===== src/rtl/tenkey_pkg.sv =====
// Shared definitions for the 10-key front-end conditioner.
//   KEY_W / CODE_W : key-line count and binary key-code width
//   state_t        : debounce FSM state encoding
//   is_onehot      : true when exactly one key line is set
//   onehot_to_code : index of the set bit of a one-hot key pattern
package tenkey_pkg;

   localparam int KEY_W  = 10;
   localparam int CODE_W = 4;

   typedef enum logic [1:0] {
      IDLE      = 2'd0,
      DEB_PRESS = 2'd1,
      PRESSED   = 2'd2,
      DEB_REL   = 2'd3
   } state_t;

   // Clearing the lowest set bit leaves zero only for a single-bit pattern.
   function automatic logic is_onehot(input logic [KEY_W-1:0] v);
      logic [KEY_W-1:0] one;
      one = {{(KEY_W-1){1'b0}}, 1'b1};
      return (v != '0) && ((v & (v - one)) == '0);
   endfunction

   // OR of the indices of all set bits; exact only for one-hot input,
   // which is the only kind the FSM ever passes in.
   function automatic logic [CODE_W-1:0] onehot_to_code(input logic [KEY_W-1:0] v);
      logic [CODE_W-1:0] code;
      code = '0;
      for (int i = 0; i < KEY_W; i++) begin
         if (v[i]) code = code | CODE_W'(i);
      end
      return code;
   endfunction

endpackage


===== src/rtl/tenkey_debounce_sync2.sv =====
// Two-flop synchroniser for asynchronous level inputs.
//   ck    : clock
//   reset : synchronous active-high reset, clears both stages
//   d     : asynchronous input
//   q     : synchronised output (second stage)
module sync2 #(
   parameter int W = 10
) (
   input  logic         ck,
   input  logic         reset,
   input  logic [W-1:0] d,
   output logic [W-1:0] q
);

   logic [W-1:0] s1;

   always_ff @(posedge ck) begin
      if (reset) begin
         s1 <= '0;
         q  <= '0;
      end else begin
         s1 <= d;
         q  <= s1;
      end
   end

endmodule


===== src/rtl/tenkey_debounce.sv =====
// 10-key pad conditioner: synchronises the raw key lines, debounces press
// and release, and emits one single-cycle one-hot pulse per accepted key.
// Multi-key patterns are flagged with key_err instead of a pulse, and a
// full debounced release is needed before the next key is accepted.
//   ck         : clock
//   reset      : synchronous active-high reset
//   tenkey_raw : raw asynchronous key lines, 1 = pressed
//   key_pulse  : one-hot pulse, 1 cycle per accepted key
//   key_code   : binary code of the last accepted key (holds)
//   key_valid  : high with key_pulse
//   key_err    : 1-cycle pulse when a stable multi-key pattern is seen
//   key_held   : high until the accepted/rejected pattern is released
//
// state     | meaning
// IDLE      | all keys released, waiting for a nonzero pattern
// DEB_PRESS | counting stable cycles of candidate pattern cand
// PRESSED   | pattern resolved (pulse or error), waiting for release
// DEB_REL   | counting stable all-released cycles
module tenkey_debounce #(
   parameter int DB_CYCLES = 3,
   parameter int KEY_W     = 10
) (
   input  logic             ck,
   input  logic             reset,
   input  logic [KEY_W-1:0] tenkey_raw,
   output logic [KEY_W-1:0] key_pulse,
   output logic [3:0]       key_code,
   output logic             key_valid,
   output logic             key_err,
   output logic             key_held
);

   import tenkey_pkg::*;

   localparam logic [7:0] DB_MAX = 8'(DB_CYCLES);

   logic [KEY_W-1:0]  s2;
   state_t            state, state_nx;
   logic [7:0]        cnt, cnt_nx;
   logic [KEY_W-1:0]  cand, cand_nx;
   logic [KEY_W-1:0]  pulse_nx;
   logic [CODE_W-1:0] code_nx;
   logic              valid_nx, err_nx;

   sync2 #(.W(KEY_W)) u_sync (
      .ck    (ck),
      .reset (reset),
      .d     (tenkey_raw),
      .q     (s2)
   );

   always_ff @(posedge ck) begin
      if (reset) begin
         state     <= IDLE;
         cnt       <= '0;
         cand      <= '0;
         key_pulse <= '0;
         key_code  <= '0;
         key_valid <= 1'b0;
         key_err   <= 1'b0;
      end else begin
         state     <= state_nx;
         cnt       <= cnt_nx;
         cand      <= cand_nx;
         key_pulse <= pulse_nx;
         key_code  <= code_nx;
         key_valid <= valid_nx;
         key_err   <= err_nx;
      end
   end

   always_comb begin
      state_nx = state;
      cnt_nx   = cnt;
      cand_nx  = cand;
      pulse_nx = '0;
      code_nx  = key_code;
      valid_nx = 1'b0;
      err_nx   = 1'b0;
      case (state)
         IDLE: begin
            if (s2 != '0) begin
               state_nx = DEB_PRESS;
               cand_nx  = s2;
               cnt_nx   = 8'd1;
            end
         end
         DEB_PRESS: begin
            if (s2 == '0) begin
               state_nx = IDLE;
            end else if (s2 != cand) begin
               // pattern changed (bounce or extra key): restart on new pattern
               cand_nx = s2;
               cnt_nx  = 8'd1;
            end else if (cnt == DB_MAX) begin
               state_nx = PRESSED;
               if (is_onehot(cand)) begin
                  pulse_nx = cand;
                  valid_nx = 1'b1;
                  code_nx  = onehot_to_code(cand);
               end else begin
                  err_nx = 1'b1;
               end
            end else begin
               cnt_nx = cnt + 8'd1;
            end
         end
         PRESSED: begin
            if (s2 == '0) begin
               state_nx = DEB_REL;
               cnt_nx   = 8'd1;
            end
         end
         DEB_REL: begin
            if (s2 != '0) begin
               state_nx = PRESSED;
            end else if (cnt == DB_MAX) begin
               state_nx = IDLE;
            end else begin
               cnt_nx = cnt + 8'd1;
            end
         end
         default: state_nx = IDLE;
      endcase
   end

   assign key_held = (state == PRESSED) || (state == DEB_REL);

endmodule


===== config.mk =====
export PLATFORM = sky130hd
export DESIGN_NAME = tenkey_debounce
export DESIGN_NICKNAME = d
export VERILOG_FILES = /design/src/rtl/tenkey_pkg.sv /design/src/rtl/tenkey_debounce_sync2.sv /design/src/rtl/tenkey_debounce.sv
export SDC_FILE = /design/constraint.sdc
export NUM_CORES = 1
export LEC_CHECK = 0
export ABC_CLOCK_PERIOD_IN_PS = 3250
export CAP_MARGIN = 20
export CORE_MARGIN = 8
export CORE_UTILIZATION = 45
export DETAILED_ROUTE_END_ITERATION = 6
export GPL_ROUTABILITY_DRIVEN = 0
export PLACE_DENSITY = 0.67
export SLEW_MARGIN = 20
export SYNTH_ARGS = -nofsm -noshare
export SYNTH_HDL_FRONTEND = slang
export SYNTH_SLANG_ARGS = --single-unit

===== constraint.sdc =====
create_clock -name ck -period 3.25 [get_ports ck]
set_input_delay 0.65 -clock ck [delete_from_list [all_inputs] [get_ports ck]]
set_output_delay 0.65 -clock ck [all_outputs]
set_load 0.01 [all_outputs]

---- Yosys cells after proc, flatten, opt, wreduce, memory -nomap -nowiden ----
Index checks and enable logic that the tools add are counted.
storage, ports and cells
  register bits after elaboration ......... 56
  bits of input ports ..................... 12
  output and inout bits ................... 17
  logic and storage cells ................. 74
operators by class
  add/sub/neg operators ................... 2
  equal/unequal tests ..................... 13
  mux-type cells .......................... 30
  bitwise gates (word level) .............. 6
  reductions and logical operators ........ 14
operator list
  kind                                                                   count
  8-bit 2-to-1 mux                                                       6
  8-bit one-hot mux with 4 select lines                                  1
  10-bit 2-to-1 mux                                                      3
  10-bit logical NOT                                                     2
  10-bit one-hot mux with 2 select lines                                 1
  10-bit nonzero test                                                    2
  2-bit 2-to-1 mux                                                       9
  3-bit 2-to-1 mux                                                       4
  10-bit bitwise AND                                                     1
  10-bit inequality test                                                 1
  2-bit inequality test (second input constant)                          5
  5-bit AND reduction                                                    2
  10-bit by 1-bit subtractor with 10-bit output (second input constant)  1
  3-bit inequality test (second input constant)                          3
  8-bit by 1-bit adder with 8-bit output (second input constant)         1
  8-bit by 2-bit == test with 1-bit output (second input constant)       1
  4-bit 2-to-1 mux                                                       2
  2-bit one-hot mux with 4 select lines                                  1
  4-bit AND reduction                                                    2
  6-bit OR reduction                                                     1
  1-bit inverter                                                         5
  5-bit OR reduction                                                     1
  2-bit == test (second input constant)                                  2
  1-bit 2-to-1 mux                                                       3
  5 further kinds                                                        5

---- Longest topological paths before layout ----
  depth after elaboration ................. 9
  depth in mapped cells ................... 7
  mapped depth without buffers ............ 6

---- By module ----
A second synthesis with hierarchy kept.
unflattened totals
  cell total of the unflattened synthesis .. 225
  area total of the unflattened synthesis .. 2351.0 µm²
by module, submodules not included
  module           times used  cells each  area each (µm²)  seq. area each (µm²)
  tenkey_debounce  1           183         1732.9           720.7
  sync2            1           42          618.1            400.4

---- Least setup slack after synthesis ----
No wires, ideal clock.
  path type ............................... register to register
  start ................................... register cand[7]
  end ..................................... register key_code[0]
  setup time .............................. 123 ps
  arrival ................................. 1739 ps
  required time ........................... 3127 ps
  setup slack ............................. 1388 ps
  cell stages (with the launch flop) ...... 7
  buffers on the path ..................... 1
  clock period less this slack ............ 1862 ps
  cell sequence ........................... dfxtp_1 buf_2 xor2_1 nor4_1 and3_1 nand4_2 mux2_1
on the way
  word-level cells in the longest chain between the ends .. 5
  elaborated cells on any way between the ends .. 11
  those cells by class .................... add/sub (1); eq/ne (1); mux (3); bitwise (2); reduce/logical (4)
ends and longest elaborated chain
  what                                           RTL line               source
  start, declared                                tenkey_debounce.sv:40  logic [KEY_W-1:0] cand, cand_nx;
  start signal, assigned                         tenkey_debounce.sv:64  cand <= cand_nx;
  10-bit by 1-bit subtractor with 10-bit output  tenkey_pkg.sv:22       return (v != '0) && ((v & (v - one)) == '0);
  10-bit bitwise AND                             tenkey_pkg.sv:22
  10-bit logical NOT                             tenkey_pkg.sv:22
  1-bit logical AND                              tenkey_pkg.sv:22
  5-bit AND reduction (no line)                  --
  end signal, assigned                           tenkey_debounce.sv:66  key_code <= code_nx;
  end, declared                                  tenkey_debounce.sv:27  output logic [3:0] key_code,
Several ways; a longest one is shown, not always the timed one.
A chain may end at the register's enable or synchronous reset.

---- Final worst setup path ----
  start ................................... register cand[5]
  end ..................................... register key_code[2]
on the way
  word-level cells in the longest chain between the ends .. 5
  elaborated cells on any way between the ends .. 13
  those cells by class .................... add/sub (1); eq/ne (1); mux (5); bitwise (2); reduce/logical (4)
ends and longest elaborated chain
  what                                                                               RTL line
  10-bit by 1-bit subtractor with 10-bit output or 3-bit 2-to-1 mux (tied branches)  tenkey_pkg.sv:22, tenkey_pkg.sv:31
  10-bit bitwise AND or 3-bit 2-to-1 mux (tied branches)                             tenkey_pkg.sv:22, tenkey_pkg.sv:31
  10-bit logical NOT or 3-bit 2-to-1 mux (tied branches)                             tenkey_pkg.sv:22, tenkey_pkg.sv:31
  1-bit logical AND or 4-bit 2-to-1 mux (tied branches)                              tenkey_pkg.sv:22, tenkey_pkg.sv:31
  5-bit AND reduction (no line) or 4-bit 2-to-1 mux (tied branches)                  --
Several ways; a longest one is shown, not always the timed one.

==> results.cfg <==
[outcome]
outcome = completed

[yosys]
synth-compound-area-share = 0.07139
syn-cell-area_sq_mm = 0.002331
synth.distinct_cells = 39
yosysWarningCount = 0
yosys.area_share.adder = 0.01396
synthFlopType = dfxtp_1
ys_ff_latch = 56
synth_top_family_by_area = simple AND/OR/NAND/NOR gates
synth_cells = 240
avgSynthCellArea_sq_um = 9.712
synthXorXnorAreaFrac = 0.06388
async_flop_share = 0
synth-seq-area-share = 0.4809
synthMuxAreaShare = 0.05260
synth_edf_count = 0
syn-num-nets = 253
synthSimpleGateAreaFrac = 0.2684

[clocking]
cts_buffers = 5
clk_pin_slew_worst_paths_ns = 0.09
cts_tree = built
htreeDepth = 2
insertion_delay_ns = 0.31
cts_buffer_depth = 2
clkSinkCount = 56
cts_resized = 0
cts_setup_buffers = 0
postCtsHoldBufs = 0
root_buffer = clkbuf_8

[placement]
portBuffers = 28
pre_cts_slack_ns = 1.031
dp_hpwl_microns = 3094

[sta]
tns_ns = 0
setup_viol = 0
max_freq_mhz = 445.0
slew_violations = 0
slew_headroom = 0.4923
min_period_ns = 2.247
rsz0062_at_grt = no
worst_pin_slew_ns = 0.7546
timing.final.crit_share = 0.6914
hold_viol_final = 0
fin_skew_ns = 0.007208
setup_slack_ns = 1.003

[critical_path]
critical_path.max_stage_delay_ns = 0.69
cp.arrival_ns = 2.45
path_max_fanout = 7
r2r-end = key_code[2]$_SDFFE_PP0P_
endpoint = key_code[2]$_SDFFE_PP0P_
crit_start = cand[5]$_SDFFE_PP0P_
crit_type = register to register
crit_path_top_delay_cell = nor4_1
rrSetupSlack_ns = 1.00
reg2reg_depth = 5
required_ns = 3.45
start_kind = register
path_cells = xor2_1, nor4_1, and3_1, nand4_2, mux2_1
endpoint_kind = register
r2r-start = cand[5]$_SDFFE_PP0P_

[layout]
post-route-util = 0.5432
fillers = 477
fin_nets = 277
diodes = 0
area_growth_pct = 17.50
layout-drive-gt1-share = 0.06038

[detailed_routing]
avgViaCountPerCell = 5.164
ant_nets = 0
first_pass_iters = 4
vias = 1730
drt-initial-drc-count = 95
wl_per_cell_microns = 12.64
drc = 0
drt-total-wl_microns = 4234

[min_path]
hold_path_class = register to register
hp-start = u_sync.s1[5]$_SDFF_PP0_

[pwr]
ir_drop_uv = 257.1
p_total_mw = 1.257
p_leak_nw = 1.056
pwr_density_cell_mw_per_mm2 = 459.0

[global_route]
grt_max_degree = 36
grt_pass1_wl_microns = 6893
track_usage = 0.1131
grt_pass1_vias = 1493
overflow = 0
antenna_found_initial = 0

[floorplanning]
core-area_sq_mm = 0.005042
die_h_microns = 87.97
ioPinCount = 29
num_rows = 26
fp.dieArea_sq_mm = 0.007739
initial_core_util = 0.4623
die_x_microns = 87.97

[job]
drv_cap = 0
power breakdown:
group / internal (mW) / switching [mW]
logic: 0.0721 / 0.0910
registers: 0.705 / 0.0211
clock network: 0.154 / 0.214
total: 0.931 / 0.326
metal layers:
metal / vias up / part of all wire / wire, microns / global-route usage
met1: 794 / 0.47 / 2000 / 0.1337
met5: - / 0 / 0 / 0
met3: 6 / 0.059 / 248 / 0.03565
li1: 890 / - / - / -
met2: 40 / 0.46 / 1934 / 0.1881
met4: 0 / 0.012 / 51 / 0.03750
registers in the layout, indices dropped and copies added (netlist names), named ones only:
signal / count
cand: 10
cnt: 8
key_code: 4
key_err: 1
key_pulse: 10
key_valid: 1
state: 1
u_sync.q: 10
u_sync.s1: 10
area by class of cell:
cell class	count	area, sq um	area share
Sequential cell	56	1121	0.4093
Multi-Input combinational cell	157	1096	0.4002
Timing Repair Buffer	30	295.3	0.1078
Tap cell	70	87.58	0.03198
Clock buffer	6	72.57	0.02650
Inverter	14	52.55	0.01919
Clock inverter	2	13.76	0.005025
layout by cell type (no fill, tap or decap), types with 3 or more instances in the layout:
cell,Yosys,final
inv_1,14,14
nor3_1,16,16
clkbuf_8,0,5
nand2_1,5,5
dfxtp_1,56,56
mux2i_1,10,10
a41o_1,3,3
and4_1,6,6
xor2_1,10,10
xnor2_1,7,7
nand4_1,4,4
nor4_1,8,8
a21oi_1,5,5
nor2_1,25,25
nor2b_1,23,23
nand3_1,6,6
clkdlybuf4s50_1,0,28
and3_1,3,3
Yosys cell counts (all sizes together) (2+ instances only):
cell type,instances,area (sq um)
nor3,16,80.08
xnor2,7,61.31
a31oi,2,12.51
dfxtp,56,1121
and3,3,18.77
nand2,5,18.77
xor2,10,87.58
nor2,25,93.84
nor2b,23,143.9
inv,14,52.55
a41o,3,30.03
mux2,2,22.52
a21oi,5,25.02
nand3,6,30.03
nor4b,2,17.52
mux2i,10,100.1
clkbuf,8,30.03
maj3,2,20.02
nor4,12,117.6
and4,6,52.55
nand4,5,37.53
buf,5,31.28
kinds of logic (layout without fill, tap and decap cells):
logic type / count (synthesis) / count (layout)
AO/OA/AOI/OAI: 20 / 20
AND/OR/NAND/NOR: 105 / 105
multiplexers: 12 / 12
flip-flops: 56 / 56
adder cells (fa/ha/maj): 3 / 3
buffers and inverters: 27 / 52
XOR/XNOR: 17 / 17
stage by stage:
stage,instance area [sq um],hold slack [ns],cells
2_1_floorplan,2331,0.4138,240
5_1_grt,2739,0.4593,335
4_1_cts,2739,0.4453,335
6_report,2739,0.4389,335
3_3_place_gp,2653,0.4161,327
3_5_place_dp,2653,0.4220,327
worst max-delay path, delay by kind of cell, from the launching register on:
family                    cells  cell delay [ns]
DFF                           1             0.53
xor gates and xnor gates      1             0.14
and+or+nand+nor               3             1.14
muxes                         1             0.33
worst min-delay path by stage:
stage | to | slack [ns] | cells after the start
after floorplan | u_sync.q[0]$_SDFF_PP0_ | 0.41 | 1
after global placement | u_sync.q[8]$_SDFF_PP0_ | 0.42 | 1
after detailed placement | u_sync.q[5]$_SDFF_PP0_ | 0.42 | 1
after CTS | u_sync.q[5]$_SDFF_PP0_ | 0.45 | 1
after global routing | u_sync.q[1]$_SDFF_PP0_ | 0.46 | 1
final | u_sync.q[5]$_SDFF_PP0_ | 0.44 | 1
No activity file was read; power rests on OpenSTA's default activity.
